==> src/rtl/seq_adder_pkg.sv <==
// Shared types and helpers for the sequential chunked adder.
// State encoding, opcode values and the derived-size helpers live here.
package seq_adder_pkg;

  typedef enum logic [1:0] {
    IDLE = 2'd0,
    RUN  = 2'd1,
    DONE = 2'd2
  } state_t;

  localparam logic OP_ADD = 1'b0;
  localparam logic OP_SUB = 1'b1;

  // Number of slices needed to cover the full operand width.
  function automatic int calc_nch(input int width, input int chunk);
    return width / chunk;
  endfunction

  // Slice counter width; never narrower than one bit so NCH==1 still elaborates.
  function automatic int calc_cnt_w(input int nch);
    return (nch > 1) ? $clog2(nch) : 1;
  endfunction

endpackage

==> src/rtl/seq_chunk_adder_chunk_adder.sv <==
// chunk_adder: combinational ripple of CHUNK full-adder cells.
// c_msb is the carry into the top bit, used by the parent for signed overflow.
module chunk_adder #(
  parameter int CHUNK = 4
) (
  input  logic [CHUNK-1:0] a,
  input  logic [CHUNK-1:0] b,
  input  logic             cin,
  output logic [CHUNK-1:0] sum,
  output logic             cout,
  output logic             c_msb
);

  logic [CHUNK:0]   w_c;
  logic [CHUNK-1:0] w_sum;

  // Ripple the carry through each full-adder cell, LSB first.
  always_comb begin
    w_c    = '0;
    w_sum  = '0;
    w_c[0] = cin;
    for (int unsigned i = 0; i < CHUNK; i++) begin
      w_sum[i]   = a[i] ^ b[i] ^ w_c[i];
      w_c[i + 1] = (a[i] & b[i]) | (w_c[i] & (a[i] ^ b[i]));
    end
  end

  assign sum   = w_sum;
  assign cout  = w_c[CHUNK];
  assign c_msb = w_c[CHUNK-1];

endmodule

==> src/rtl/seq_chunk_adder.sv <==
// seq_chunk_adder: multi-cycle WIDTH-bit add/sub, CHUNK bits per cycle.
// start/busy/done handshake; s, co and overflow are registered and change
// only on the edge entering DONE.
// Optional macro SEQ_ADDER_SATURATE_EN clamps s to signed max/min on overflow.
module seq_chunk_adder
  import seq_adder_pkg::*;
#(
  parameter int WIDTH = 16,
  parameter int CHUNK = 4
) (
  input  logic             clk,
  input  logic             rst,
  input  logic             start,
  input  logic             sub,
  input  logic [WIDTH-1:0] n1,
  input  logic [WIDTH-1:0] n2,
  output logic             busy,
  output logic             done,
  output logic [WIDTH-1:0] s,
  output logic             co,
  output logic             overflow
);

  localparam int NCH = calc_nch(WIDTH, CHUNK);
  localparam int CW  = calc_cnt_w(NCH);

  if ((CHUNK < 1) || (CHUNK > WIDTH) || ((WIDTH % CHUNK) != 0)) begin : g_bad_cfg
    $error("seq_chunk_adder: WIDTH must be a multiple of CHUNK and 1 <= CHUNK <= WIDTH");
  end

  state_t           r_state;
  logic [WIDTH-1:0] r_a;
  logic [WIDTH-1:0] r_b;
  logic [WIDTH-1:0] r_acc;
  logic [WIDTH-1:0] r_s;
  logic             r_carry;
  logic             r_co;
  logic             r_ovf;
  logic             r_busy;
  logic             r_done;
  logic [CW-1:0]    r_cnt;

  logic [31:0]      w_base;
  logic [CHUNK-1:0] w_a_sl;
  logic [CHUNK-1:0] w_b_sl;
  logic [CHUNK-1:0] w_sum;
  logic             w_cout;
  logic             w_cmsb;
  logic             w_last;
  logic             w_ovf;
  logic [WIDTH-1:0] w_result;
  logic [WIDTH-1:0] w_final;

  assign w_base = 32'(r_cnt) * 32'(CHUNK);
  assign w_a_sl = r_a[w_base +: CHUNK];
  assign w_b_sl = r_b[w_base +: CHUNK];
  assign w_last = (r_cnt == CW'(NCH - 1));
  assign w_ovf  = w_cout ^ w_cmsb;

  chunk_adder #(
    .CHUNK (CHUNK)
  ) u_slice (
    .a     (w_a_sl),
    .b     (w_b_sl),
    .cin   (r_carry),
    .sum   (w_sum),
    .cout  (w_cout),
    .c_msb (w_cmsb)
  );

  // Merge the current slice into the accumulator so the final slice can be
  // published in the same edge that enters DONE, without an extra cycle.
  always_comb begin
    w_result                   = r_acc;
    w_result[w_base +: CHUNK]  = w_sum;
    w_final                    = w_result;
`ifdef SEQ_ADDER_SATURATE_EN
    if (w_ovf) begin
      w_final = r_a[WIDTH-1] ? {1'b1, {(WIDTH-1){1'b0}}}
                             : {1'b0, {(WIDTH-1){1'b1}}};
    end
`endif
  end

  // Control FSM and datapath registers; outputs are registered here.
  always_ff @(posedge clk) begin
    if (rst) begin
      r_state <= IDLE;
      r_a     <= '0;
      r_b     <= '0;
      r_acc   <= '0;
      r_s     <= '0;
      r_carry <= 1'b0;
      r_co    <= 1'b0;
      r_ovf   <= 1'b0;
      r_busy  <= 1'b0;
      r_done  <= 1'b0;
      r_cnt   <= '0;
    end else begin
      r_done <= 1'b0;
      unique case (r_state)
        IDLE, DONE: begin
          if (start) begin
            r_a     <= n1;
            r_b     <= (sub == OP_SUB) ? ~n2 : n2;
            r_carry <= sub;
            r_acc   <= '0;
            r_cnt   <= '0;
            r_busy  <= 1'b1;
            r_state <= RUN;
          end else begin
            r_state <= IDLE;
          end
        end
        RUN: begin
          r_acc[w_base +: CHUNK] <= w_sum;
          r_carry                <= w_cout;
          r_cnt                  <= r_cnt + 1'b1;
          if (w_last) begin
            r_s     <= w_final;
            r_co    <= w_cout;
            r_ovf   <= w_ovf;
            r_busy  <= 1'b0;
            r_done  <= 1'b1;
            r_state <= DONE;
          end
        end
        default: begin
          r_busy  <= 1'b0;
          r_state <= IDLE;
        end
      endcase
    end
  end

  assign busy     = r_busy;
  assign done     = r_done;
  assign s        = r_s;
  assign co       = r_co;
  assign overflow = r_ovf;

endmodule
==> config.mk <==
export PLATFORM = sky130hd
export DESIGN_NAME = seq_chunk_adder
export DESIGN_NICKNAME = d
export VERILOG_FILES = /design/src/rtl/seq_adder_pkg.sv /design/src/rtl/seq_chunk_adder_chunk_adder.sv /design/src/rtl/seq_chunk_adder.sv
export SDC_FILE = /design/constraint.sdc
export NUM_CORES = 1
export LEC_CHECK = 0
export ABC_AREA = 1
export BUFFER_PORTS_ARGS = -buffer_cell sky130_fd_sc_hd__buf_2
export CELL_PAD_IN_SITES_DETAIL_PLACEMENT = 0
export CELL_PAD_IN_SITES_GLOBAL_PLACEMENT = 1
export CORE_ASPECT_RATIO = 1.2
export CORE_MARGIN = 2
export CORE_UTILIZATION = 44
export CTS_CLUSTER_SIZE = 30
export DETAILED_ROUTE_END_ITERATION = 10
export PLACE_DENSITY_LB_ADDON = 0.1
export REMOVE_ABC_BUFFERS = 1
export SLEW_MARGIN = 20
export SYNTH_ARGS = -nofsm -noshare
export SYNTH_HDL_FRONTEND = slang
export SYNTH_SLANG_ARGS = --single-unit
==> constraint.sdc <==
create_clock -name clk -period 6.6 [get_ports clk]
set_input_delay 1.65 -clock clk [delete_from_list [all_inputs] [get_ports clk]]
set_output_delay 1.65 -clock clk [all_outputs]
set_load 0.005 [all_outputs]
==> results of run 1 <==
## flip-flops by register name (all words and copies together), names as in the netlist, 2 cells and up
name     count
r_a         16
r_acc       16
r_b         16
r_cnt        2
r_state      2
s           16
## routing by layer
layer,up-vias,track usage [%],wire (um)
li1,1557,-,-
met1,1355,21.9,3420
met2,60,34.0,3810
met3,11,3.11,267
met4,0,8.91,127
met5,-,0,0
## logic make-up (layout without fill, tap and decap cells)
logic type / after synthesis / in the layout / synth area share, %
flops: 73 / 73 / 42.8
buf+inv: 64 / 109 / 9.22
fa+ha+maj: 10 / 10 / 4.54
compound gates: 109 / 109 / 17.1
simple gates: 184 / 184 / 22.0
xor+xnor: 17 / 17 / 4.36
## report_power, final
part	internal, uW	leakage (uW)	switching (uW)
sequential	462	0.000597	11.2
clock	261	0.000120	170
combinational	61.0	0.00103	107
total	784	0.00175	288
## critical path, stage by stage, from the launching register on
cell	delay, ns
dfxtp_1	0.69
inv_1	0.35
o21ai_0	0.16
o22a_1	0.20
fa_1	0.17
inv_1	0.05
fa_1	0.35
inv_1	0.08
fa_1	0.20
inv_1	0.06
fa_1	0.57
nand3_1	0.12
o21bai_1	0.21
nand2_1	0.07
a21oi_1	0.12
## synthesized netlist by cell type (all sizes together)
library cell / number / area, um2
xnor2: 16 / 140
inv: 35 / 136
ha: 6 / 75.1
o21bai: 6 / 45.0
clkinv: 1 / 3.75
a211oi: 2 / 15.0
or2: 1 / 6.26
xor2: 1 / 8.76
o22ai: 4 / 25.0
a21oi: 39 / 195
buf: 21 / 145
o21ai: 54 / 270
o22a: 4 / 35.0
nand3: 29 / 145
dfxtp: 73 / 1460
nor2: 64 / 248
nand2: 90 / 353
fa: 4 / 80.1
clkbuf: 7 / 30.0
## placed cells by master (no fill, tap or decap)
master | Yosys | final
nand2_1 | 86 | 86
dfxtp_1 | 73 | 73
nor2_1 | 63 | 63
buf_2 | 8 | 55
o21ai_0 | 54 | 54
a21oi_1 | 39 | 39
inv_1 | 32 | 32
nand3_1 | 29 | 29
xnor2_1 | 16 | 16
clkbuf_8 | 0 | 10
o21bai_1 | 6 | 6
ha_1 | 6 | 6
o22ai_1 | 4 | 4
o22a_1 | 4 | 4
fa_1 | 4 | 4
nand2_2 | 3 | 3
bufinv_16 | 0 | 3
inv_2 | 2 | 2
a211oi_1 | 2 | 2
buf_4 | 7 | 2
clkinv_1 | 1 | 1
nand2_4 | 1 | 1
nor2_4 | 1 | 1
inv_6 | 1 | 1
xor2_1 | 1 | 1
or2_2 | 1 | 1
clkbuf_1 | 6 | 1
clkinvlp_4 | 0 | 1
clkinv_2 | 0 | 1
## how the worst min path moves through the flow
stage          endpoint  slack [ns]
3_3_place_gp   r_acc[1]        0.45
5_1_grt        r_acc[0]        0.48
3_5_place_dp   r_acc[0]        0.45
2_1_floorplan  r_acc[1]        0.43
6_report       r_acc[1]        0.47
4_1_cts        r_acc[0]        0.47
## through the flow
stage	power (uW)	cell area, um2	hold WS, ns	utilization [%]
2_1_floorplan	594	3240	0.433	-
3_3_place_gp	650	3650	0.448	47.9
3_5_place_dp	654	3650	0.454	47.9
4_1_cts	1090	3890	0.467	51.1
5_1_grt	1130	3890	0.485	51.1
6_report	1070	3890	0.468	51.1
## cell type report
| cell class | count | area, um2 | share of cell area (%) |
|---|---|---|---|
| clock buffer | 11 | 141 | 3.63 |
| sequential | 73 | 1460 | 37.5 |
| inverter | 36 | 140 | 3.60 |
| clock inverter | 5 | 103 | 2.64 |
| multi-input combinational | 320 | 1640 | 42.2 |
| tap | 92 | 115 | 2.96 |
| timing repair buffer | 57 | 290 | 7.46 |
==> flow_summary.yaml, run 1 <==
status:
  status: "finished clean"
timing:
  worstMarginPinSlew_ns: 0.693
  clock_skew_ns: 0.00966
  setup_tns_ns: 0
  hold_viol: 0
  drv_slew: 0
  setup_violations: 0
  setup_ws_ns: 3.14
  finalCriticalPeriod_ns: 3.46
  finalCritPeriodShare_pct: 52.4
  fmax_ghz: 0.289
  max_slew_margin_pct: 53.7
  rsz0062_at_grt: "false"
placed_design:
  numPortBuffers: 55
  gp_congestion: 0.751
  dpl.hpwl_um: 5090
  dp_cells: 578
  dpl_worst_slack_ns: 3.13
route:
  dr.pass1.iters: 4
  viasPerCell: 5.02
  wl_um: 7630
  wl_per_cell_um: 12.8
  detail-route-antenna-nets: 0
  vias: 2983
  drc: 0
  drtIter0Drc: 116
power_and_ir_drop:
  ir_drop_mv: 0.137
  p_per_area_nw_per_um2: 276
  leakage_uw: 0.00175
global_routing:
  grt_pass1_vias: 2850
  grt_max_degree: 50
  grt_pass1_wl_um: 12900
  gr-total-overflow: 0
  track_usage_pct: 18.9
  antenna_found_initial: 0
critical_path:
  reg2reg_from: "r_cnt[1]"
  critPathLaunchType: "flip-flop"
  rrSetupSlack_ns: 3.14
  worst_r2r_path_depth: 14
  startpoint: "r_cnt[1]"
  crit_end: "r_acc[15]"
  regToRegEndpoint: "r_acc[15]"
  critPathRequiredTime_ns: 6.89
  end_kind: "flip-flop"
  crit_type: "reg -> reg"
  cp.arrival_ns: 3.75
  crit_path_max_fanout: 13
floorplanning:
  num_io_pins: 56
  die_width_um: 84.5
  die_area_um2: 8490
  core_area_um2: 7620
  rows: 35
  initial_core_util_pct: 44.9
  dieHeight_um: 101
cts:
  clockBufferDepth: 2
  post_cts_buffers: 0
  clk_pin_slew_ns: 0.08
  cts-htree-levels: 3
  cts_hold_buf: 0
  worstSkewPairLatency_ns: 0.35
  cts_root_buf: "clkbuf_8"
  cts.sinks: 73
  cts_tree: "done"
  cts_buffers: 9
  ctsResizeCount: 0
finish:
  antenna_cells: 0
  synthToLayoutAreaGrowth_pct: 13.9
  n_fill_cell: 793
  drive_gt1_share_pct: 16.1
  layout.nets: 543
  final_cells: 594
yosys:
  synthDistinctLibCells: 28
  synthCells: 457
  ys_ff_latch: 73
  yosysWarnings: 0
  syn-cell-area_um2: 3420
  yosysSeqAreaShare_pct: 42.8
  syn_avg_cell_area_um2: 7.48
hold_path:
  min_path_cells: 2
  hold_path_startpoint: "r_acc[1]"
  hp-class: "reg -> reg"
job:
  drv_cap: 0
(Power assumes the default switching activity.)
==> inputs of run 2 (changes only) <==
ABC_AREA = 0   (was 1)
CORE_UTILIZATION = 39   (was 44)
clock period = 2.97 ns   (was 6.6 ns; I/O delays follow)
==> run 2 against run 1 <==
Sequential share of layout area decreased by 1.9 points. Register-to-register slack got worse by 3.1 ns. Total power grew 130%. Highest routed layer unchanged. Worst hold slack got worse by 0.012 ns.
==> flow_summary.yaml, run 2 <==
yosys:
  yosys.area.top_type: "dfxtp_1"
  synth_commonest_cells: "73 x dfxtp_1, 39 x nand2_1, 36 x nor2_1"
  async_flop_share_pct: 0
  synthDistinctLibCells: 42
  yosysTopAreaCellShare_pct: 42.9
  syn-cell-area_um2: 3410
  synthCells: 337
  synth_edf_count: 0
  yosysWarnings: 0
  yosysMostFrequentCell: "dfxtp_1"
  yosysSeqAreaShare_pct: 42.9
  ys_ff_latch: 73
  synth_top_flop_cell: "dfxtp_1"
  syn_avg_cell_area_um2: 10.1
  synthTopCellsByArea: "dfxtp_1 43%, mux4_2 4.6%, xnor2_1 4.4%, nand2_1 4.3%, nor2_1 4.0%"
status:
  status: "finished clean"
finish:
  fin_util_pct: 48.2
  synthToLayoutAreaGrowth_pct: 20.5
  antenna_cells: 0
  layout_common_cells: "72 x dfxtp_1, 55 x buf_2, 39 x nand2_1"
  final_common_cell: "dfxtp_1"
  final_cells: 515
  drive_gt1_share_pct: 32.7
  layout.nets: 439
cts:
  cts_buffers: 9
  cts_hold_buf: 0
  cts_root_buf: "clkbuf_8"
  worstSkewPairLatency_ns: 0.36
  cts_tree: "done"
  cts.sinks: 73
  clockBufferDepth: 2
  clk_pin_slew_ns: 0.08
  cts-htree-levels: 3
route:
  drc: 0
  top_layer: "met4"
  dr.pass1.iters: 4
  detail-route-antenna-nets: 0
  viasPerCell: 5.05
  vias: 2602
  wl_met3_um: 255
  wl_per_cell_um: 14.8
  met2_length_um: 3810
  drt-met1-wl_um: 3360
  drtIter0Drc: 75
  wl_um: 7610
floorplanning:
  die_area_um2: 9500
  rows: 37
  die_width_um: 89.3
  num_io_pins: 56
  dieHeight_um: 106
  initial_core_util_pct: 40.0
  core_area_um2: 8520
timing:
  setup_violations: 0
  worstMarginPinSlew_ns: 0.825
  drv_slew: 0
  hold_viol: 0
  finalCriticalPeriod_ns: 2.92
  max_slew_margin_pct: 45.0
  fmax_ghz: 0.342
  finalCritPeriodShare_pct: 98.4
  clock_skew_ns: 0.00930
  rsz0062_at_grt: "true"
  setup_ws_ns: 0.0480
placed_design:
  numPortBuffers: 55
  dpl.hpwl_um: 5460
  dpl_worst_slack_ns: -0.0993
  dp_cells: 496
  gp_congestion: 0.775
power_and_ir_drop:
  p_per_area_nw_per_um2: 600
  power_uw: 2460
  ir_drop_mv: 0.305
  leakage_uw: 0.00163
global_routing:
  antenna_found_initial: 0
  grt_pass1_vias: 2560
  grt_pass1_wl_um: 12500
  grt_max_degree: 49
  gr-total-overflow: 0
  track_usage_pct: 17.4
critical_path:
  cp.arrival_ns: 3.17
  critPathRequiredTime_ns: 3.22
  critPathLaunchType: "flip-flop"
  end_kind: "flip-flop"
  crit_type: "reg -> reg"
  crit_path_max_fanout: 4
job:
  drv_cap: 0
hold_path:
  hp-class: "reg -> reg"
[run 2: cell count changes after synthesis, moves of 14 or more]
| cell | change |
|---|---|
| nor3_1 | +15 |
| a221oi_1 | +14 |
| nor2_1 | -27 |
| o21ai_0 | -54 |
| nand3_1 | -27 |
| nand2_1 | -47 |
| inv_1 | -16 |
| a21oi_1 | -18 |
[run 2: final timing paths]
path,start,endpoint,slack [ns],cells after the start
setup / recovery,r_cnt[0],r_acc[11],0.05,13
hold / removal,r_a[6],r_a[6],0.46,2
setup reg to reg,r_cnt[0],r_acc[11],0.05,13
hold reg to reg,r_a[6],r_a[6],0.46,2
[run 2: logic make-up (layout without fill, tap and decap cells)]
family	count (synthesis)	after routing	share of synthesized area, %
buffers and inverters	42	103	7.13
AO/OA/AOI/OAI	79	79	20.3
XOR/XNOR	17	17	4.37
adder cells (fa/ha/maj)	10	10	4.56
AND/OR/NAND/NOR	108	108	15.4
flip-flops	73	73	42.9
multiplexers	8	8	5.40
[run 2: critical path: stages, from the launching register on]
cell	delay (ns)
dfxtp_4	0.37
mux4_2	0.50
inv_2	0.07
fa_2	0.19
inv_2	0.04
fa_2	0.35
inv_2	0.07
fa_2	0.20
inv_2	0.04
fa_2	0.43
buf_6	0.14
buf_6	0.11
buf_6	0.10
a32o_1	0.20
[run 2: cell type report]
class / count / area (um2)
fillers: 878 / 4410
multi-input cells: 222 / 1740
flip-flops and latches: 73 / 1470
repair buffers: 71 / 419
well taps: 117 / 146
clock buffers: 10 / 138
clock inverters: 6 / 138
inverters: 16 / 60.1
[run 2: per-stage QoR]
| stage | area, um2 | hold slack, ns | TNS (ns) |
|---|---|---|---|
| 2_1_floorplan | 3220 | 0.425 | -1.74 |
| 3_3_place_gp | 3760 | 0.440 | -0.0853 |
| 3_5_place_dp | 3760 | 0.447 | -0.150 |
| 4_1_cts | 4050 | 0.459 | 0 |
| 5_1_grt | 4110 | 0.480 | -0.309 |
| 6_report | 4110 | 0.456 | 0 |
[run 2: repair_timing]
action | CTS | global route
setup buffers | 1 | 2
pin swaps | 2 | 10
resized for setup | 3 | 15
cloned | 0 | 0
setup endpoints to repair | 3 | 8
[run 2: metal layers]
metal,vias to the layer above,GRT usage [%]
li1,1312,-
met1,1210,20.7
met2,64,29.3
met3,16,3.96
met4,0,7.36
met5,-,0
[run 2: where the power goes]
group / internal, uW / switching, uW
sequential: 1020 / 26.4
clock: 670 / 388
combinational: 160 / 200
